$ cat src/rtl/instruction_sequencer.sv
// Fetch/issue sequencer: walks a loadable program memory and strobes
// each word into the processor with setup, execute and gap phases.
module instruction_sequencer #(
  parameter int         DEPTH       = 16,
  parameter int         AW          = 4,
  parameter int         SETUP_CYC   = 1,
  parameter int         EXEC_CYC    = 2,
  parameter int         GAP_CYC     = 2,
  parameter logic [2:0] HALT_OPCODE = 3'b111
) (
  input  logic          clk,
  input  logic          reset,
  input  logic          load_en,
  input  logic [AW-1:0] load_addr,
  input  logic [10:0]   load_data,
  input  logic          start,
  input  logic          abort,
  output logic [10:0]   instruction,
  output logic          execute_next,
  output logic [AW-1:0] pc,
  output logic          busy,
  output logic          done
);

  localparam int M1   = (SETUP_CYC > EXEC_CYC) ? SETUP_CYC : EXEC_CYC;
  localparam int MAXC = (M1 > GAP_CYC) ? M1 : GAP_CYC;
  localparam int CW   = (MAXC > 1) ? $clog2(MAXC) : 1;

  localparam logic [CW-1:0] SETUP_LAST = CW'(SETUP_CYC - 1);
  localparam logic [CW-1:0] EXEC_LAST  = CW'(EXEC_CYC - 1);
  localparam logic [CW-1:0] GAP_LAST   = CW'(GAP_CYC - 1);
  localparam logic [AW-1:0] LAST_PC    = AW'(DEPTH - 1);

  typedef enum logic [2:0] {
    S_IDLE, S_SETUP, S_EXEC, S_GAP, S_HALT
  } state_t;

  state_t        state_q, state_d;
  logic [CW-1:0] cnt_q, cnt_d;
  logic [AW-1:0] pc_q, pc_d;
  logic [10:0]   instr_q, instr_d;
  logic          exec_q, exec_d;
  logic          busy_q, busy_d;
  logic          done_q, done_d;

  logic [10:0]   mem [DEPTH];
  logic          wr_ok;
  logic          wr_en;
  logic [10:0]   word0;
  logic [AW-1:0] pc_nx;

  assign wr_ok = (state_q == S_IDLE) || (state_q == S_HALT);
  assign wr_en = wr_ok && load_en;
  assign pc_nx = pc_q + AW'(1);

  // a same-cycle write to address 0 must be seen by the start fetch
  assign word0 = (wr_en && load_addr == '0) ? load_data : mem[0];

  always_ff @(posedge clk) begin
    if (wr_en) mem[load_addr] <= load_data;
  end

  always_comb begin
    state_d = state_q;
    cnt_d   = cnt_q + CW'(1);
    pc_d    = pc_q;
    instr_d = instr_q;
    exec_d  = exec_q;
    if (abort && state_q != S_IDLE) begin
      state_d = S_HALT;
      exec_d  = 1'b0;
      cnt_d   = '0;
    end else begin
      unique case (state_q)
        S_IDLE, S_HALT: begin
          cnt_d = '0;
          if (start) begin
            state_d = S_SETUP;
            pc_d    = '0;
            instr_d = word0;
          end
        end
        S_SETUP: begin
          if (cnt_q == SETUP_LAST) begin
            state_d = S_EXEC;
            exec_d  = 1'b1;
            cnt_d   = '0;
          end
        end
        S_EXEC: begin
          if (cnt_q == EXEC_LAST) begin
            state_d = S_GAP;
            exec_d  = 1'b0;
            cnt_d   = '0;
          end
        end
        S_GAP: begin
          if (cnt_q == GAP_LAST) begin
            cnt_d = '0;
            if (instr_q[10:8] == HALT_OPCODE ||
                pc_q == LAST_PC) begin
              state_d = S_HALT;
            end else begin
              state_d = S_SETUP;
              pc_d    = pc_nx;
              instr_d = mem[pc_nx];
            end
          end
        end
        default: begin
          state_d = S_IDLE;
          exec_d  = 1'b0;
          cnt_d   = '0;
        end
      endcase
    end
    busy_d = (state_d == S_SETUP) ||
             (state_d == S_EXEC) ||
             (state_d == S_GAP);
    done_d = (state_d == S_HALT);
  end

  always_ff @(posedge clk or negedge reset) begin
    if (!reset) begin
      state_q <= S_IDLE;
      cnt_q   <= '0;
      pc_q    <= '0;
      instr_q <= '0;
      exec_q  <= 1'b0;
      busy_q  <= 1'b0;
      done_q  <= 1'b0;
    end else begin
      state_q <= state_d;
      cnt_q   <= cnt_d;
      pc_q    <= pc_d;
      instr_q <= instr_d;
      exec_q  <= exec_d;
      busy_q  <= busy_d;
      done_q  <= done_d;
    end
  end

  assign instruction  = instr_q;
  assign execute_next = exec_q;
  assign pc           = pc_q;
  assign busy         = busy_q;
  assign done         = done_q;

endmodule

$ cat config.mk
export PLATFORM = sky130hd
export DESIGN_NAME = instruction_sequencer
export DESIGN_NICKNAME = d
export VERILOG_FILES = /design/src/rtl/instruction_sequencer.sv
export SDC_FILE = /design/constraint.sdc
export NUM_CORES = 1
export LEC_CHECK = 0
export ABC_AREA = 1
export BUFFER_PORTS_ARGS = -buffer_cell sky130_fd_sc_hd__buf_2
export CAP_MARGIN = 20
export CORE_MARGIN = 10
export CORE_UTILIZATION = 35
export DETAILED_ROUTE_END_ITERATION = 8
export HOLD_SLACK_MARGIN = 0.08
export PLACE_DENSITY = 0.47
export SLEW_MARGIN = 15
export SYNTH_ARGS = -nofsm -noshare
export SYNTH_HDL_FRONTEND = slang
export SYNTH_SLANG_ARGS = --single-unit
$ cat constraint.sdc
create_clock -name clk -period 5.4 [get_ports clk]
set_input_delay 0.81 -clock clk [delete_from_list [all_inputs] [get_ports clk]]
set_output_delay 0.81 -clock clk [all_outputs]
set_load 0.005 [all_outputs]
=== Yosys cells after proc, flatten, opt, wreduce, memory -nomap -nowiden ===
Memories as Yosys holds them, arrays and structs flattened.
Index checks and enable logic that the tools add are counted.

* Word-level logic and storage cells: 69
* Bits in latches: 0
* Bits in read-only memories: 0
* RAM bits: 176
* Register bits after elaboration: 22
* Memories: 1
* Input bits: 20
* Output and inout bits: 18

{| class="wikitable"
|+ Memory list
! memory !! depth !! width !! read ports !! clocked after memory_dff !! wr ports !! RTL line !! RTL
|-
| mem || 16 || 11 || 2 || 0 || 1 || 46 || <nowiki>logic [10:0] mem [DEPTH];</nowiki>
|}

* Equal/unequal tests: 16
* $lt $le $gt $ge: 0
* Shift-type cells: 0
* $mul: 0
* Reduce and logical (&&, ||, !) cells: 16
* Multiplexer cells: 26
* Bitwise operators: 1
* Add/subtract/negate cells: 2
* Div/mod/pow operators: 0

{| class="wikitable"
|+ Operator list
! operator !! number
|-
| $mux W11 || 4
|-
| $pmux W11 S2 || 1
|-
| $mux W3 || 6
|-
| $eq A3 B2 Y1 const B || 4
|-
| $mux W4 || 3
|-
| $pmux W3 S4 || 1
|-
| $eq A3 B3 Y1 const B || 3
|-
| $mux W1 || 8
|-
| $pmux W4 S2 || 1
|-
| $eq A3 B1 Y1 const B || 2
|-
| $ne A2 B2 Y1 const B || 3
|-
| $ne A3 B3 Y1 const B || 2
|-
| $reduce_and A5 Y1 || 1
|-
| $add A4 B1 Y4 const B || 1
|-
| $eq A4 B4 Y1 const B || 1
|-
| $logic_not A4 Y1 || 1
|-
| $logic_or A1 B1 Y1 || 4
|-
| $reduce_or A2 Y1 || 2
|-
| $logic_and A1 B1 Y1 || 3
|-
| $logic_not A3 Y1 || 1
|-
| $pmux W1 S3 || 1
|-
| $reduce_and A3 Y1 || 1
|-
| $reduce_bool A3 Y1 || 1
|-
| $reduce_or A3 Y1 || 1
|-
| other kinds (5) || 5
|}

=== Longest topological paths before layout ===
* Word-level depth: 9
* Depth in mapped cells: 11
* Mapped depth without buffers: 10

=== Least setup slack after synthesis ===
Ideal clock, no wire load.

* Path type: input-to-reg
* Start point: input load_addr[2]
* End point: memory mem[4][0] (enable)
* Setup slack: 3.370 ns
* Arrival: 1.652 ns
* Stages: 3
* Path buffers: 0
* Setup time: 0.378 ns
* Required time: 5.022 ns
* Cells stage by stage: inv_1 > or2_2 > nor2_1

{| class="wikitable"
|+ RTL lines
! what !! RTL line !! RTL
|-
| start: declaration || 14 || <nowiki>input logic [AW-1:0] load_addr,</nowiki>
|-
| end: declaration || 46 ||
|}

Straight into the memory's write port.

=== Worst setup path after layout ===
* Start point: register pc_q[0], in the netlist pc[0]
* End point: register instr_q[3], in the netlist instruction[3]

* Longest elaborated chain between the ends: 5
* Elaborated cells on any way between the ends: 9
* Those cells by class: 1 x add/sub; 2 x eq/ne; 3 x mux; 2 x reduce/logical; 1 x memory

{| class="wikitable"
|+ RTL lines
! what !! RTL line !! RTL
|-
| start: declaration || 40 || <nowiki>logic [AW-1:0] pc_q, pc_d;</nowiki>
|-
| start signal: assignment || 135 || <nowiki>pc_q <= pc_d;</nowiki>
|-
| $add A4 B1 Y4 || 54 || <nowiki>assign pc_nx = pc_q + AW'(1);</nowiki>
|-
| $mem_v2 Z16 W11 || - ||
|-
| $mux W11 || 100 || <nowiki>if (instr_q[10:8] == HALT_OPCODE ||</nowiki>
|-
| $mux W11 || 98 || <nowiki>if (cnt_q == GAP_LAST) begin</nowiki>
|-
| $pmux W11 S2 || 74 || <nowiki>unique case (state_q)</nowiki>
|-
| end signal: assignment || 136 || <nowiki>instr_q <= instr_d;</nowiki>
|-
| end: declaration || 41 || <nowiki>logic [10:0] instr_q, instr_d;</nowiki>
|}

Parallel ways exist; a longest one is shown, timed or not. The select of a mux whose other input is x is not followed.
A chain may end at the register's enable or synchronous reset.

==> impl_metrics.csv <==
group,metric,value,unit
critical_path,path_class,"register to register",
job,cap_violations,0,
critical_path,end_kind,"register",
floorplan,num_rows,57,
route,via_per_inst,4.663,
floorplan,initial_core_util,35.79,%
sta,hold_viol,0,
clocking,postCtsSetupRepairBufs,0,
synthesis,synthSimpleGateAreaFrac,24.31,%
critical_path,crit_required,5.77,ns
synthesis,syn_inst,896,
critical_path,endpoint,"instruction[3]$_DFFE_PN0P_",
clocking,cts.repair.resized,0,
route,wirelength,22.86,mm
sta,tns,0,ns
power_and_ir_drop,vdd_ir_drop_max,0.0001724,V
route,antenna_left,0,
critical_path,rr_worst_depth,10,
floorplan,die_area,31820,um^2
power_and_ir_drop,leakage,4.211,nW
critical_path,startpoint,"pc[0]$_DFFE_PN0P_",
global_routing,grt_pass1_wl,35.64,mm
synthesis,synth_area,8780,um^2
critical_path,critPathLaunchType,"register",
clocking,htreeDepth,4,
clocking,cts_tree,"done",
power_and_ir_drop,p_sw_share,28.97,%
synthesis,synth_compound_gate_area_share,1.454,%
critical_path,rrSetupSlack,2.69,ns
floorplan,coreArea,24530,um^2
clocking,clock_latency,0.43,ns
final_layout,fin_area,9922,um^2
synthesis,yosysSeqAreaShare,66.47,%
sta,slew_headroom,41.97,%
clocking,cts-buffers-inserted,17,
synthesis,synthAdderAreaFrac,0.1425,%
synthesis,yosysWarningCount,0,
global_routing,grt_pass1_vias,5835,
clocking,clk_path_buf_depth,2,
critical_path,rr_endpoint,"instruction[3]$_DFFE_PN0P_",
synthesis,syn-num-nets,917,
floorplan,io_pins,38,
critical_path,crit_path_max_fanout,45,
global_routing,grt_remaining_overflow,0,
hold_path,hp-class,"input port to async pin",
sta,setup_viol,0,
placed_design,placed_area,9371,um^2
floorplan,die_x,178.4,um
clocking,clk_pin_slew_worst_paths,0.07,ns
power_and_ir_drop,seq_power_share,50.4,%
sta,period_share,50.10,%
synthesis,synth.area.mux_share,0,%
sta,worstMarginPinSlew,0.8704,ns
global_routing,grt_max_degree,65,
power_and_ir_drop,power.total,3.650,mW
route,routedWlPerCell,17.99,um
route,drc,0,
synthesis,synth_top_family_by_area,"simple AND/OR/NAND/NOR gates",
global_routing,antenna_found_initial,0,
sta,finClkSkew,0.01241,ns
route,drtIter0Drc,348,
power_and_ir_drop,internal-power,2.593,mW
final_layout,n_antenna_cell,0,
placed_design,dp.cells,1239,
power_and_ir_drop,combPwrFrac,16.3,%
synthesis,avgSynthCellArea,9.799,um^2
sta,fmax,0.3696,GHz
synthesis,yosys.area_share.xor_xnor,0.2993,%
status,status,"finished clean",
clocking,cts-hold-fix-buffers,0,
power_and_ir_drop,power_density,367.9,nW/um^2
floorplan,chipHeight,178.4,um
final_layout,drive_gt1_share,10.98,%
route,vias,5927,
placed_design,port_buffers,37,
global_routing,grt.total_usage,14.90,%
final_layout,mostFrequentLayoutCells,"332 x nand2_1, 176 x edfxtp_1, 128 x nand3_1, 113 x inv_1, 42 x nor2_1",
power_and_ir_drop,p_clk_share,33.3,%
final_layout,final_nets,955,
sta,slew_viol_final,0,
route,drtPass1Iterations,5,
final_layout,final_common_cell,"nand2_1",
placed_design,dp_hpwl,14.34,mm
clocking,cts_root_buf,"clkbuf_16",
power_and_ir_drop,p_sw,1.058,mW
critical_path,reg2reg_from,"pc[0]$_DFFE_PN0P_",
clocking,clock-sinks,198,
sta,fin_crit,2.705,ns
final_layout,stdcell_count,1271,
synthesis,ys_ff_latch,198,
synthesis,ys_types,28,
sta,rsz0062_at_grt,"false",
final_layout,area_growth,13.01,%
placed_design,place_congestion,0.7595,
critical_path,cp.arrival,3.08,ns
-- cell usage after synthesis --
cell type | instances | share of area, %
o221ai_1 | 2 | 0.20
o211ai_1 | 2 | 0.17
o21ai_1 | 5 | 0.28
buf_1 | 2 | 0.086
buf_6 | 3 | 0.38
o21ai_0 | 13 | 0.74
buf_2 | 22 | 1.3
xnor2_1 | 1 | 0.10
inv_2 | 3 | 0.13
clkbuf_1 | 12 | 0.51
dfrtp_1 | 22 | 6.3
nand2_2 | 2 | 0.14
xor2_1 | 2 | 0.20
edfxtp_1 | 176 | 60
or2_2 | 1 | 0.071
inv_1 | 113 | 4.8
nand2_1 | 332 | 14
ha_1 | 1 | 0.14
nor2_4 | 2 | 0.26
nor3_1 | 2 | 0.11
nand4_1 | 1 | 0.071
nor2_2 | 2 | 0.14
buf_4 | 1 | 0.086
nand3_2 | 2 | 0.23
a21oi_1 | 1 | 0.057
clkinv_1 | 1 | 0.043
nand3_1 | 128 | 7.3
nor2_1 | 42 | 1.8
-- logic make-up (layout without fill, tap and decap cells) --
family	after synthesis	after routing
flops	198	198
compound gates	23	23
buf+inv	157	208
simple gates	514	514
xor+xnor	3	3
fa+ha+maj	1	1
-- metal layers --
layer	vias to the layer above	global-route usage, %	routed length (um)
met2	108	23.43	10800
met4	0	3.927	237
met5	-	0	0
met3	13	3.277	985
met1	2835	20.38	10840
li1	2971	-	-
-- stage by stage --
| stage | utilization [%] | hold WS, ns | setup WS (ns) |
|---|---|---|---|
| after floorplan | - | 0.4719 | 3.370 |
| after global placement | 38.11 | 0.4648 | 2.704 |
| after detailed placement | 38.20 | 0.4727 | 2.652 |
| after CTS | 40.44 | 0.3746 | 2.635 |
| after global routing | 40.44 | 0.3902 | 2.365 |
| final | 40.44 | 0.3728 | 2.695 |
-- power by group through the flow --
stage / clock [mW] / combinational (mW) / sequential, mW
final: 1.22 / 0.595 / 1.84
after global routing: 1.31 / 0.686 / 1.85
after global placement: 0 / 0.605 / 1.87
after CTS: 1.25 / 0.611 / 1.84
after floorplan: 0 / 0.400 / 1.84
after detailed placement: 0 / 0.609 / 1.87
-- worst max-delay path, cell delays in order (launching register included) --
cell	delay (ns)
dfrtp_4	0.68
inv_2	0.70
buf_4	0.49
nand2_1	0.09
nand2_1	0.07
nand2_1	0.05
nand3_1	0.14
nand3_1	0.16
nand3_1	0.12
nand2_1	0.05
nand2_1	0.06
-- area by class of cell --
type	count	area [um^2]
clock buffers	21	450.4
repair buffers	59	357.8
multi-input cells	541	2330
inverters	117	439.2
well taps	324	405.4
clock inverters	11	100.1
flip-flops and latches	198	5839
fillers	2450	14610
-- registers in the layout (all words and copies together) (netlist names) --
| name | cells |
|---|---|
| busy | 1 |
| cnt_q | 1 |
| done | 1 |
| execute_next | 1 |
| instruction | 11 |
| mem | 176 |
| pc | 4 |
| state_q | 3 |
-- worst min path at each step --
| stage | from | to | slack, ns | cells after the start |
|---|---|---|---|---|
| 6_report | reset | state_q[2]$_DFF_PN0_ | 0.37 | 1 |
| 5_1_grt | reset | state_q[2]$_DFF_PN0_ | 0.39 | 1 |
| 4_1_cts | reset | state_q[2]$_DFF_PN0_ | 0.37 | 1 |
| 3_5_place_dp | execute_next$_DFFE_PN0P_ | execute_next$_DFFE_PN0P_ | 0.47 | 2 |
| 3_3_place_gp | execute_next$_DFFE_PN0P_ | execute_next$_DFFE_PN0P_ | 0.46 | 2 |
| 2_1_floorplan | instruction[0]$_DFFE_PN0P_ | instruction[0]$_DFFE_PN0P_ | 0.47 | 2 |
(Power assumes the default switching activity.)
